<file path="config.mk">
export PLATFORM = sky130hd
export DESIGN_NAME = if_id_reg
export DESIGN_NICKNAME = d
export VERILOG_FILES = /design/src/rtl/if_id_reg_pkg.sv /design/src/rtl/if_id_reg_src_reg_extract.sv /design/src/rtl/if_id_reg.sv
export SDC_FILE = /design/constraint.sdc
export NUM_CORES = 1
export LEC_CHECK = 0
export ABC_AREA = 1
export CAP_MARGIN = 20
export CELL_PAD_IN_SITES_DETAIL_PLACEMENT = 1
export CELL_PAD_IN_SITES_GLOBAL_PLACEMENT = 1
export CORE_MARGIN = 1.5
export CORE_UTILIZATION = 27
export DETAILED_ROUTE_END_ITERATION = 16
export PLACE_DENSITY = 0.83
export SLEW_MARGIN = 15
export SYNTH_ARGS = -nofsm -noshare
export SYNTH_HDL_FRONTEND = slang
export SYNTH_HIERARCHICAL = 1
export SYNTH_SLANG_ARGS = --single-unit
export TNS_END_PERCENT = 100
</file>
<file path="constraint.sdc">
create_clock -name clk -period 1.8 [get_ports clk]
set_input_delay 0.36 -clock clk [delete_from_list [all_inputs] [get_ports clk]]
set_output_delay 0.36 -clock clk [all_outputs]
set_load 0.005 [all_outputs]
</file>
<file path="src/rtl/if_id_reg_pkg.sv">
// Shared constants for the IF/ID register and the source-register extractor.
package if_id_reg_pkg;

   localparam int unsigned RegNumWidth     = 5;
   localparam int unsigned OpcodeWidth     = 7;
   localparam int unsigned InstrWidth      = 32;
   localparam int unsigned StallCntWidth   = 8;
   localparam int unsigned MaxStallDefault = 15;

   localparam logic [InstrWidth-1:0]  NOP_INSTR  = 32'h0000_0013;

   localparam logic [OpcodeWidth-1:0] OPC_LUI    = 7'b0110111;
   localparam logic [OpcodeWidth-1:0] OPC_AUIPC  = 7'b0010111;
   localparam logic [OpcodeWidth-1:0] OPC_JAL    = 7'b1101111;
   localparam logic [OpcodeWidth-1:0] OPC_RTYPE  = 7'b0110011;
   localparam logic [OpcodeWidth-1:0] OPC_STORE  = 7'b0100011;
   localparam logic [OpcodeWidth-1:0] OPC_BRANCH = 7'b1100011;

   // rs1 is meaningless for U-type and JAL encodings
   function automatic logic uses_rs1(input logic [OpcodeWidth-1:0] opcode);
      return !((opcode == OPC_LUI) || (opcode == OPC_AUIPC) || (opcode == OPC_JAL));
   endfunction

   function automatic logic uses_rs2(input logic [OpcodeWidth-1:0] opcode);
      return (opcode == OPC_RTYPE) || (opcode == OPC_STORE) || (opcode == OPC_BRANCH);
   endfunction

endpackage

</file>
<file path="src/rtl/if_id_reg_src_reg_extract.sv">
// Combinational rs1/rs2 extraction, masking fields the opcode does not read.
module src_reg_extract
   import if_id_reg_pkg::*;
(
   input  logic [InstrWidth-1:0]  instr,
   input  logic                   valid,
   output logic [RegNumWidth-1:0] rs1,
   output logic [RegNumWidth-1:0] rs2
);

   logic [OpcodeWidth-1:0] opcode;
   logic                   unused_bits;

   assign opcode      = instr[6:0];
   assign unused_bits = ^{instr[31:25], instr[14:7]};

   always_comb begin
      rs1 = '0;
      rs2 = '0;
      if (valid) begin
         if (uses_rs1(opcode)) rs1 = instr[19:15];
         if (uses_rs2(opcode)) rs2 = instr[24:20];
      end
   end

endmodule

</file>
<file path="src/rtl/if_id_reg.sv">
// IF/ID pipeline register with load-use hold, branch flush and stall watchdog.
// Optional IF_ID_PERF_CNT_EN adds stallCycles/flushCycles event counters.
module if_id_reg
   import if_id_reg_pkg::*;
#(
   parameter int unsigned XLEN      = 32,
   parameter int unsigned MAX_STALL = MaxStallDefault
) (
   input  logic                   clk,
   input  logic                   reset,
   input  logic [XLEN-1:0]        pcIn,
   input  logic [XLEN-1:0]        instrIn,
   input  logic                   hazard,
   input  logic                   flush,
   output logic                   pcWriteEnable,
   output logic [XLEN-1:0]        pcOut,
   output logic [XLEN-1:0]        instrOut,
   output logic                   validOut,
   output logic [RegNumWidth-1:0] regNum0,
   output logic [RegNumWidth-1:0] regNum1,
`ifdef IF_ID_PERF_CNT_EN
   output logic [31:0]            stallCycles,
   output logic [31:0]            flushCycles,
`endif
   output logic                   stallTimeout
);

   localparam logic [StallCntWidth-1:0] StallMax = StallCntWidth'(MAX_STALL);
   localparam logic [XLEN-1:0]          NopWord  = XLEN'(NOP_INSTR);

   logic [StallCntWidth-1:0] stall_cnt;
   logic [StallCntWidth-1:0] stall_cnt_inc;

   // Flush must still let fetch advance to the branch target
   assign pcWriteEnable = !hazard || flush;

   assign stall_cnt_inc = (stall_cnt == StallMax) ? stall_cnt
                                                  : stall_cnt + StallCntWidth'(1);

   always_ff @(posedge clk) begin
      if (reset) begin
         pcOut        <= '0;
         instrOut     <= NopWord;
         validOut     <= 1'b0;
         stall_cnt    <= '0;
         stallTimeout <= 1'b0;
      end else if (flush) begin
         pcOut     <= pcIn;
         instrOut  <= NopWord;
         validOut  <= 1'b0;
         stall_cnt <= '0;
      end else if (hazard) begin
         stall_cnt <= stall_cnt_inc;
         if (stall_cnt_inc == StallMax) stallTimeout <= 1'b1;
      end else begin
         pcOut     <= pcIn;
         instrOut  <= instrIn;
         validOut  <= 1'b1;
         stall_cnt <= '0;
      end
   end

`ifdef IF_ID_PERF_CNT_EN
   // Event counters follow the same branch priority as the register update
   always_ff @(posedge clk) begin
      if (reset) begin
         stallCycles <= '0;
         flushCycles <= '0;
      end else if (flush) begin
         flushCycles <= flushCycles + 32'd1;
      end else if (hazard) begin
         stallCycles <= stallCycles + 32'd1;
      end
   end
`endif

   src_reg_extract u_src_reg_extract (
      .instr (instrOut[InstrWidth-1:0]),
      .valid (validOut),
      .rs1   (regNum0),
      .rs2   (regNum1)
   );

endmodule

</file>
== Word-level counts from Yosys, hierarchy flattened ==
Cells that the tools add are included.

* Add/subtract/negate cells: 1
* Equal/unequal tests: 9
* Multiplexer cells: 7
* Bitwise gates (word level): 2
* Reduce and logical (&&, ||, !) cells: 9

{| class="wikitable"
|+ Operator list
! operator !! count
|-
| 32-bit two-way mux || 2
|-
| 7-bit by 6-bit equality test with 1-bit output (second input constant) || 3
|-
| 5-bit two-way mux || 4
|-
| 8-bit by 4-bit equality test with 1-bit output (second input constant) || 2
|-
| 7-bit equality test (second input constant) || 2
|-
| 8-bit by 1-bit adder with 8-bit output (second input constant) || 1
|-
| 8-bit two-way mux || 1
|-
| 7-bit by 5-bit equality test with 1-bit output (second input constant) || 1
|-
| 1-bit logical OR || 5
|-
| 3-bit AND reduction || 1
|-
| 3-bit OR reduction || 1
|-
| 2-bit by 1-bit inequality test with 1-bit output (second input constant) || 1
|-
| 1-bit NOT || 2
|-
| 2-bit OR reduction || 1
|-
| 1-bit logical NOT || 1
|}

* Register bits: 74
* Input bits: 68
* Output and inout bits: 77
* Logic and storage cells: 33

== Longest topological paths before layout ==
Gate-level depths: netlist of run 1.

* Depth in word-level cells: 5
* Mapped depth: 11
* Gate-level depth less buffers: 11

== Hierarchy ==
Netlist of run 1, hierarchy kept.

{| class="wikitable"
|+ By module, submodules not included
! module !! instances !! cells each !! area each (um^2) !! sequential area each (um^2)
|-
| if_id_reg || 1 || 360 || 2720.1 || 1481.4
|-
| src_reg_extract || 1 || 38 || 190.2 || 0.0
|}

== Least setup slack after synthesis of run 1 ==
Ideal clock, no wire load.

* Path kind: reg-to-reg
* Start point: reg stall_cnt[0]
* End point: reg stallTimeout
* Arrival time: 1311 ps
* Required time: 1736 ps
* Path slack: 425 ps
* Stages on the path, launching flop included: 12
* Buffers on the path: 0
* Cells stage by stage: dfxtp_1 > ha_1 > nand2_2 > nor2_4 > nand3_4 > nand2_1 > nand2_2 > nor2_2 > nand2_1 > nor2_1 > nor2_1 > nor2_1

* Longest elaborated chain between the ends: 4
* Elaborated cells between the ends (all ways): 5

{| class="wikitable"
|+ RTL lines
! what !! line !! source
|-
| start, declared || if_id_reg.sv:31 || <nowiki>logic [StallCntWidth-1:0] stall_cnt;</nowiki>
|-
| start signal, assigned || if_id_reg.sv:53 || <nowiki>stall_cnt <= stall_cnt_inc;</nowiki>
|-
| 8-bit by 1-bit adder with 8-bit output / 8-bit by 4-bit equality test with 1-bit output (equally long branches) || if_id_reg.sv:38, if_id_reg.sv:37 ||
|-
| 8-bit two-way mux * || if_id_reg.sv:37 || <nowiki>assign stall_cnt_inc = (stall_cnt == StallMax) ? stall_cnt</nowiki>
|-
| 8-bit by 4-bit equality test with 1-bit output * || if_id_reg.sv:54 || <nowiki>if (stall_cnt_inc == StallMax) stallTimeout <= 1'b1;</nowiki>
|-
| 3-bit AND reduction (no line) * || -- ||
|-
| end signal, assigned || if_id_reg.sv:46 || <nowiki>stallTimeout <= 1'b0;</nowiki>
|-
| end signal, assigned || if_id_reg.sv:54 ||
|-
| end, declared || if_id_reg.sv:25 || <nowiki>output logic stallTimeout</nowiki>
|}

Every way passes the cells marked *; elsewhere a longest branch is shown, timed or not.
A chain may end at the register's enable or synchronous reset.

== Final worst setup path of run 1 ==
* Start point: reg instrOut[2]
* End point: out regNum1[1]

* Longest elaborated chain between the ends: 5
* Elaborated cells between the ends (all ways): 7

{| class="wikitable"
|+ RTL lines
! what !! line !! source
|-
| start, declared || if_id_reg.sv:17 || <nowiki>output logic [XLEN-1:0] instrOut,</nowiki>
|-
| start signal, assigned || if_id_reg.sv:43 || <nowiki>instrOut <= NopWord;</nowiki>
|-
| start signal, assigned || if_id_reg.sv:49 || <nowiki>instrOut <= NopWord;</nowiki>
|-
| start signal, assigned || if_id_reg.sv:57 || <nowiki>instrOut <= instrIn;</nowiki>
|-
| 7-bit by 6-bit equality test with 1-bit output || if_id_reg_pkg.sv:25 || <nowiki>return (opcode == OPC_RTYPE) || (opcode == OPC_STORE) || (opcode == OPC_BRANCH);</nowiki>
|-
| 1-bit logical OR || if_id_reg_pkg.sv:25 ||
|-
| 1-bit logical OR * || if_id_reg_pkg.sv:25 ||
|-
| 5-bit two-way mux * || if_id_reg_src_reg_extract.sv:22 || <nowiki>if (uses_rs2(opcode)) rs2 = instr[24:20];</nowiki>
|-
| 5-bit two-way mux * || if_id_reg_src_reg_extract.sv:20 || <nowiki>if (valid) begin</nowiki>
|-
| end, declared || if_id_reg.sv:20 || <nowiki>output logic [RegNumWidth-1:0] regNum1,</nowiki>
|}

Marks and branches as above.

==> results of run 1 <==
final timing paths:
kind,startpoint,depth (start not counted),slack [ns],end
setup / recovery,instrOut[2],6,0.09,regNum1[1]
hold / removal,instrOut[13],2,0.47,instrOut[13]
setup reg to reg,stall_cnt[1],11,0.15,stallTimeout
hold reg to reg,instrOut[13],2,0.47,instrOut[13]
cell usage after synthesis:
| library cell | n |
|---|---|
| o21ai_0 | 32 |
| o21ai_1 | 1 |
| a21oi_1 | 31 |
| o21bai_1 | 1 |
| buf_2 | 4 |
| nand3_1 | 7 |
| nand2_2 | 4 |
| clkbuf_1 | 15 |
| nor2_2 | 10 |
| nand2_1 | 96 |
| inv_1 | 20 |
| nand2_4 | 1 |
| ha_1 | 1 |
| xnor2_1 | 1 |
| nand4_1 | 5 |
| nand3_4 | 1 |
| dfxtp_1 | 74 |
| nor2_4 | 2 |
| nor2_1 | 87 |
| inv_2 | 2 |
| nand3_2 | 2 |
| a21oi_2 | 1 |
sequential cells by signal, summed over array words and instances, names as in the netlist:
register      flops
instrOut         32
pcOut            32
validOut          1
stall_cnt         8
stallTimeout      1
layout make-up:
class	count	area (um^2)	share of cell area
well taps	136	170	0.0357
clock buffers	12	145	0.0305
flip-flops and latches	74	1510	0.316
inverters	22	82.6	0.0173
clock inverters	4	51.3	0.0108
multi-input cells	283	1310	0.274
repair buffers	154	1500	0.315
cell families after synthesis:
logic type / synth area share
xor gates and xnor gates: 0.00301
adders and majority gates: 0.00430
DFF: 0.509
AOI/OAI and AO/OA: 0.116
and+or+nand+nor: 0.313
buffers and inverters: 0.0546
metal layers:
layer,part of all wire,wire length (um),GRT usage,vias up
met4,0.015,138,0.0524,0
met3,0.073,685,0.0553,10
li1,-,-,-,1541
met5,0,0,0,-
met1,0.42,3930,0.198,1447
met2,0.50,4690,0.295,101
worst max-delay path, delay by kind of cell (launching register included):
family | cells | cell delay, ns
DFF | 1 | 0.35
and+or+nand+nor | 4 | 0.40
buffers and inverters | 2 | 0.27
power by group through the flow:
stage               Combinational, W  Clock, W  Sequential [W]
floorplan                   0.000156         0         0.00180
global placement            0.000513         0         0.00179
detailed placement          0.000523         0         0.00180
CTS                         0.000528   0.00134         0.00176
global route                0.000579   0.00142         0.00177
finish                      0.000526   0.00130         0.00176
through the flow:
step                instance area [um^2]  power (W)
floorplan                           2910    0.00196
global placement                    4520    0.00231
CTS                                 4740    0.00363
detailed placement                  4520    0.00232
finish                              4760    0.00358
global route                        4760    0.00377
repair_timing:
item | in CTS | in global routing
gates cloned | 0 | 0
gates resized for setup | 27 | 31
endpoints found under the setup margin | 11 | 12
endpoints found under the hold margin | 0 | 0
setup buffers | 2 | 1
pin swaps | 1 | 4
==> key figures, run 1 <==
Global routing
  • Number of global-route vias before repair: 3,171
  • First-pass GRT wire length: 15.3 mm
  • Largest net degree at the start of global routing: 34
  • Global Route Usage Sum: 0.170
  • Initial antenna violation count: 0
  • GR Overflow Total: 0

Power and ir drop
  • NetSw: 0.000874 W
  • Pwr/cell area: between 700 and 800 nW/um^2
  • Combinational share of power: 0.147
  • Cell internal pwr: 0.00271 W
  • Part of the power in registers: 0.491
  • Clock share of power: 0.362
  • Maximum vdd drop: 0.356 mV
  • Leakage: 1.88 nW
  • Switch share: 0.244

Timing
  • Unrepaired setup endpoints after global routing: yes
  • Fmax: ~0.6 GHz
  • Max_slew headroom: 0.766
  • Post-route clock period utilization: 0.951
  • Actual slew at the worst max-slew pin: 0.351 ns
  • Final setup violation count: 0
  • Clk_skew: 0.00846 ns
  • Final hold vios: 0
  • Post-layout minimum cycle time: roughly 1.7 ns
  • WHS: 0.468 ns
  • Final worst slack: 0.0890 ns
  • Final max-slew violation count: 0
  • Setup_tns: 0 ns

Clock network
  • CTS H-tree depth: 3
  • CTS Root Cell: clkbuf_8
  • Cts bufs inserted: 9
  • CTS tree: done
  • Clock buffer depth: 2
  • # clock sinks: between 70 and 80
  • Worst skew pair latency: around 0.34 ns
  • Worst-path clk slew: about 0.08 ns
  • Hold-fix buffers, CTS: 0

Critical path
  • Worst Path Arrival: 1.35 ns
  • Critical path class: flop to output port
  • Max stage delay on crit path: 0.35 ns
  • Crit path cell chain: inv_2, nand2_2, nor2_4, nand3_4, nor2_2, clkdlybuf4s15_1
  • Crit path launch type: flop
  • CP Max Fanout: 5
  • CP Capture Type: output port
  • Req. time, crit path: 1.44 ns
  • Worst path slowest cell: dfxtp_2

Route
  • First drt pass iteration count: 4
  • 1st-iter DRT viols: 112
  • DRC: 0
  • Drt total wl: 9.44 mm
  • Vias/cell: 4.52
  • Drt wl/cell: 13.8 um
  • Vias: 3,099
  • Routed Antenna Nets: 0

Placed design
  • Worst slack at placement: -0.128 ns
  • Placed cell count: 666
  • DP Wirelength: 6.82 mm
  • Gp weighted congestion: 0.804
  • Buffers added on ports: around 140

Cells and area
  • Final #Nets: 613
  • Commonest non-fill, non-tap cell in the layout: clkdlybuf4s50_1
  • Final core occ: 0.459
  • Share of layout cells above drive strength 1: 0.133
  • N_diodes: 0
  • Final non-filler cell total: slightly below 700
  • Commonest non-fill, non-tap cells in the layout: clkdlybuf4s50_1, nand2_1, nor2_1
  • P&R area growth vs syn: 63.7%
  • Filler Cell Count: around 1,300

Synth
  • Synth cell types: 22
  • Gate Count Post-Synth: 398
  • Synth warn: 6
  • Syn nets: ~470
  • Mapped Area: between 2000 and 3000 um^2
  • Yosys top cell by area: dfxtp_1
  • Sequential-to-total area share from yosys stat: 0.509
  • Yosys top cell area share: 0.509
  • #FFs+latches synth: 74
  • Largest cells by area after synthesis: dfxtp_1, nand2_1, nor2_1
  • Syn Area/Cell: between 7 and 8 um^2

Hold path
  • Worst hold path class: flop to flop

Floorplan
  • Die Ht: 107 um
  • Boundary Pins: around 150
  • Starting density of the core: 0.281
  • Core area: 10,400 um^2
  • Cell row count: 37
  • Die ar.: between 10,000 and 15,000 um^2
  • Chip width: 107 um

Outcome
  • Status: finished, final reports clean

Run
  • Max-cap violation count: 0
Power figures use the tool's default switching activity.
==> inputs of run 2 (changes only) <==
Settings changed: CTS_BUF_LIST set to sky130_fd_sc_hd__clkbuf_16, CTS_CLUSTER_SIZE set to 14, PLACE_DENSITY 0.83 to 0.89.
==> run 2 against run 1 <==
  * Clock skew fell by 0.0037 ns
  * Final cell count stayed put
  * Sequential share of layout area decreased by 0.80 points
  * Clock-buffer cell count shrank 3
  * First-iteration DRC count shrank 15%
  * Cell area increased by 1.8%
  * Core utilization is 0.84 points higher
  * Largest power group is now clock
  * Highest routed layer unchanged
==> key figures, run 2 (synthesized netlist as in run 1, its figures left out) <==
Outcome
  • Status: finished, final reports clean

Route
  • Drt total wl: 9.51 mm
  • Vias/cell: 4.55
  • Vias: 3,115
  • Routed Antenna Nets: 0
  • 1st-iter DRT viols: 95
  • First drt pass iteration count: 4
  • DRC: 0
  • Drt wl/cell: 13.9 um

Hold path
  • Hold path depth: 2
  • Worst hold path class: flop to flop
  • WHS Endpoint: instrOut[10]
  • Hold Startpoint: instrOut[10]

Timing
  • Max_slew headroom: 0.757
  • Post-route clock period utilization: 0.949
  • Final setup violation count: 0
  • Clk_skew: 0.00479 ns
  • Final max-slew violation count: 0
  • Post-layout minimum cycle time: 1.71 ns
  • Unrepaired setup endpoints after global routing: no
  • Actual slew at the worst max-slew pin: about 0.36 ns
  • Final hold vios: 0
  • Final worst slack: 0.0921 ns
  • Fmax: between 0.5 and 0.6 GHz
  • Setup_tns: 0 ns

Critical path
  • CP Capture Type: output port
  • R2R Setup Slk: 0.24 ns
  • Req. time, crit path: 1.44 ns
  • Worst Path Arrival: ~1.4 ns
  • Critical path class: flop to output port
  • Worst r2r path cells: 11
  • CP Max Fanout: 5
  • R2R Path Start: stall_cnt[0]
  • Crit path launch type: flop
  • Capturing point of the worst reg2reg path: stallTimeout

Global routing
  • Number of global-route vias before repair: 3,254
  • First-pass GRT wire length: 15.5 mm
  • Largest net degree at the start of global routing: 34
  • GR Overflow Total: 0
  • Initial antenna violation count: 0
  • Global Route Usage Sum: 0.172

Floorplan
  • Die ar.: approximately 11,000 um^2
  • Die Ht: 107 um
  • Boundary Pins: 145
  • Cell row count: 37
  • Chip width: 107 um
  • Core area: roughly 10,000 um^2
  • Starting density of the core: 0.281

Power and ir drop
  • NetSw: about 0.00091 W
  • Leakage: 1.96 nW
  • Part of the power in registers: 0.426
  • Cell internal pwr: 0.00323 W
  • Maximum vdd drop: 0.521 mV
  • Combinational share of power: 0.127
  • Pwr/cell area: 853 nW/um^2
  • Clock share of power: 0.447
  • Switch share: 0.219

Clock network
  • CTS H-tree depth: 3
  • # clock sinks: 74
  • CTS Root Cell: clkbuf_16
  • Worst-path clk slew: 0.05 ns
  • Worst skew pair latency: 0.32 ns
  • Cts bufs inserted: 9
  • CTS tree: done
  • Clock buffer depth: 2

Cells and area
  • Fin area: about 4900 um^2
  • Final #Nets: 614
  • N_diodes: 0
  • Commonest non-fill, non-tap cells in the layout: clkdlybuf4s50_1, nand2_1, nor2_1
  • P&R area growth vs syn: 66.7%
  • Largest regs: instrOut: 32 flops, pcOut: 32 flops, stall_cnt: 8 flops
  • Commonest non-fill, non-tap cell in the layout: clkdlybuf4s50_1
  • Share of layout cells above drive strength 1: 0.115

Placed design
  • Gp weighted congestion: ~0.83
  • DP Wirelength: 7.13 mm
  • Buffers added on ports: 144
  • Worst slack at placement: -0.173 ns
  • Post-DP Area: 4520 um^2

Run
  • Max-cap violation count: 0
## run 2: power by group through the flow
| stage | Clock, W | Combinational (W) | Sequential [W] |
|---|---|---|---|
| 6_report | 0.00185 | 0.000525 | 0.00177 |
| 5_1_grt | 0.00198 | 0.000576 | 0.00177 |
| 4_1_cts | 0.00191 | 0.000533 | 0.00177 |
| 3_5_place_dp | 0 | 0.000527 | 0.00180 |
| 3_3_place_gp | 0 | 0.000512 | 0.00179 |
| 2_1_floorplan | 0 | 0.000156 | 0.00180 |
## run 2: critical path, cell delays in order (launching register included)
cell	delay (ns)
dfxtp_2	0.37
nand2_1	0.08
nor2_2	0.10
nand2_2	0.07
nand2_4	0.10
nor2_2	0.04
dlygate4sd2_1	0.25
## run 2: per-layer routing
layer  up-vias  part of all wire  global-route usage
met3        13             0.079              0.0657
met1      1465              0.40               0.187
met2        95              0.50               0.306
met5         -                 0                   0
met4         0             0.018              0.0562
li1       1542                 -                   -
## run 2: layout make-up
cell class	count	area (um^2)
Fill cell	1309	5520
Timing Repair Buffer	155	1520
Sequential cell	74	1490
Multi-Input combinational cell	283	1280
Clock buffer	9	225
Tap cell	136	170
Clock inverter	6	83.8
Inverter	22	82.6
## run 2: how the worst max path moves through the flow
stage / from / endpoint / slack, ns / depth (start not counted)
global placement: flush / pcWriteEnable / -0.17 / 4
finish: instrOut[6] / regNum0[3] / 0.09 / 6
detailed placement: flush / pcWriteEnable / -0.17 / 4
floorplan: stall_cnt[0] / stallTimeout / 0.43 / 11
CTS: instrOut[2] / regNum1[1] / 0.003 / 7
global route: instrOut[2] / regNum1[3] / 0.004 / 7
## run 2: per-stage QoR
step	power [W]	util	hold WS (ns)	cells
3_5_place_dp	0.00233	0.436	0.458	666
5_1_grt	0.00433	0.468	0.496	685
6_report	0.00414	0.468	0.466	685
3_3_place_gp	0.00231	0.436	0.453	666
2_1_floorplan	0.00196	-	0.432	398
4_1_cts	0.00421	0.469	0.467	685
## run 2: what timing repair did
item / 4_1_cts / 5_1_grt
pin swaps: 4 / 0
gates resized for setup: 26 / 6
hold buffers: 0 / 0
buffers inserted: 4 / 0
setup endpoints to repair: 11 / 9
==> inputs of run 3 (changes only) <==
Settings changed: CORE_UTILIZATION 27 to 24, PLACE_DENSITY 0.89 to 0.84.
Clock period 1.8 ns to 1.4 ns, I/O delays scaled along.
==> run 3 against run 2 <==
  * The flow now finishes with violations (negative setup slack)
  * Total power grew 23%
  * Clock power grew 18%
  * Sequential power grew 28%
  * Routed wire length grew 8.5%
  * Final cell count grew 4.7%
  * Critical endpoint is now regNum1[3]
  * Largest cell class unchanged
  * Die area grew 12%
  * Largest power group is now registers
==> key figures, run 3 (synthesized netlist as in run 1, its figures left out) <==
Timing
  • WHS: between 0.4 and 0.5 ns
  • Unrepaired setup endpoints after global routing: yes
  • Post-route clock period utilization: 1.15
  • Final max-slew violation count: 0
  • Actual slew at the worst max-slew pin: 0.348 ns
  • Final setup violation count: 11
  • Final hold vios: 0
  • Fmax: about 0.62 GHz
  • Clk_skew: 0.00510 ns
  • Final worst slack: -0.205 ns
  • Max_slew headroom: 0.768
  • Post-layout minimum cycle time: about 1.6 ns

Placed design
  • DP Wirelength: 7.52 mm
  • Buffers added on ports: 144
  • Gp weighted congestion: 0.791
  • Worst slack at placement: -0.435 ns

Route
  • 1st-iter DRT viols: 115
  • First drt pass iteration count: 6
  • Routed Antenna Nets: 0
  • Vias: 3,199
  • Drt wl/cell: 14.4 um
  • DRC: 0
  • Drt total wl: 10.3 mm
  • Vias/cell: 4.46

Clock network
  • Worst skew pair latency: about 0.33 ns
  • Clock buffer depth: 2
  • CTS tree: done
  • CTS H-tree depth: 3
  • CTS Root Cell: clkbuf_16
  • # clock sinks: 74
  • Worst-path clk slew: 0.06 ns
  • Cts bufs inserted: 9

Critical path
  • Worst Path Arrival: 1.32 ns
  • CP Capture Type: output port
  • Req. time, crit path: 1.12 ns
  • Critical path class: flop to output port
  • Max stage delay on crit path: 0.35 ns
  • CP Max Fanout: 4
  • Crit path cell chain: nand2_4, nor2_4, nand3_4, buf_6, nor2_2, buf_2
  • Crit path launch type: flop
  • Delay-heaviest family, CP: simple AND/OR/NAND/NOR gates
  • CP Buf/Inv Count: 2
  • Worst path slowest cell: dfxtp_2

Cells and area
  • Final #Nets: 635
  • Largest regs: instrOut: 32 flops, pcOut: 32 flops, stall_cnt: 8 flops
  • Share of layout cells above drive strength 1: 0.200
  • Commonest non-fill, non-tap cells in the layout: nand2_1, nor2_1, dlygate4sd2_1
  • Commonest non-fill, non-tap cell in the layout: nand2_1
  • N_diodes: 0
  • P&R area growth vs syn: 72.8%

Floorplan
  • Core area: roughly 12,000 um^2
  • Starting density of the core: 0.244
  • Die ar.: 12,800 um^2
  • Cell row count: 40
  • Die Ht: 113 um
  • Boundary Pins: about 150
  • Chip width: 113 um

Global routing
  • Largest net degree at the start of global routing: 34
  • First-pass GRT wire length: 16.5 mm
  • GR Overflow Total: 0
  • Global Route Usage Sum: 0.161
  • Number of global-route vias before repair: 3,374
  • Initial antenna violation count: 0

Power and ir drop
  • Pwr/cell area: 1010 nW/um^2
  • Combinational share of power: 0.127
  • Maximum vdd drop: 0.624 mV
  • Leakage: 2.30 nW
  • Cell internal pwr: 0.00392 W
  • NetSw: 0.00118 W
  • Clock share of power: 0.428
  • Switch share: 0.232
  • Part of the power in registers: 0.446

Outcome
  • Status: finished with violations
  • Failing checks: negative setup slack

Run
  • Max-cap violation count: 0

Hold path
  • Worst hold path class: flop to flop
## run 3: cell types whose count changed in the layout (fill, tap and decap cells not counted), sizes merged
cell	previous run	this run
clkinvlp	2	1
buf	11	42
clkdlybuf4s15	0	3
bufinv	2	1
dlygate4sd2	8	66
inv	23	25
clkbuf	13	9
clkdlybuf4s50	132	65
## run 3: final timing paths
path | startpoint | to | slack (ns) | cells past startpoint
max reg2reg | stall_cnt[1] | stallTimeout | -0.07 | 9
min reg2reg | instrOut[13] | instrOut[13] | 0.47 | 2
min | instrOut[13] | instrOut[13] | 0.47 | 2
max | instrOut[1] | regNum1[3] | -0.20 | 6
## run 3: through the flow
stage | total power [W] | TNS [ns] | cells | util | area [um^2]
6_report | 0.00510 | -1.85 | 717 | 0.422 | 5030
4_1_cts | 0.00518 | -2.12 | 715 | 0.414 | 4930
3_5_place_dp | 0.00302 | -18.50 | 694 | 0.392 | 4660
3_3_place_gp | 0.00299 | -16.15 | 694 | 0.392 | 4660
2_1_floorplan | 0.00252 | 0 | 398 | - | 2910
5_1_grt | 0.00536 | -2.52 | 717 | 0.422 | 5030
## run 3: repair_timing
action	4_1_cts	5_1_grt
buffers inserted	6	2
pin swaps	10	12
resized for setup	147	22
cloned	0	0
setup endpoints to repair	78	12
hold buffers	0	0
## run 3: routing by layer
metal / vias up / GRT usage / wire (um) / share of wire
met5: - / 0 / 0 / 0
met4: 0 / 0.0558 / 202 / 0.020
met3: 16 / 0.0434 / 536 / 0.052
met2: 94 / 0.286 / 5390 / 0.52
met1: 1502 / 0.187 / 4190 / 0.41
li1: 1587 / - / - / -
## run 3: power groups by stage
stage | clock, W | sequential, W | combinational (W)
2_1_floorplan | 0 | 0.00232 | 0.000201
3_3_place_gp | 0 | 0.00231 | 0.000681
3_5_place_dp | 0 | 0.00231 | 0.000707
4_1_cts | 0.00226 | 0.00227 | 0.000645
5_1_grt | 0.00236 | 0.00228 | 0.000715
6_report | 0.00218 | 0.00227 | 0.000646
## run 3: tightest hold or removal path, cell delays in order, from the launching register on
cell and delay [ns]:
dfxtp_1 0.30, nand2_1 0.06, a21oi_1 0.05
## run 3: final cells by class
class | instances | area (um^2)
Clock buffer | 9 | 225
Clock inverter | 6 | 52.6
Fill cell | 1454 | 6880
Inverter | 22 | 82.6
Multi-Input combinational cell | 283 | 1380
Sequential cell | 74 | 1520
Tap cell | 147 | 184
Timing Repair Buffer | 176 | 1590
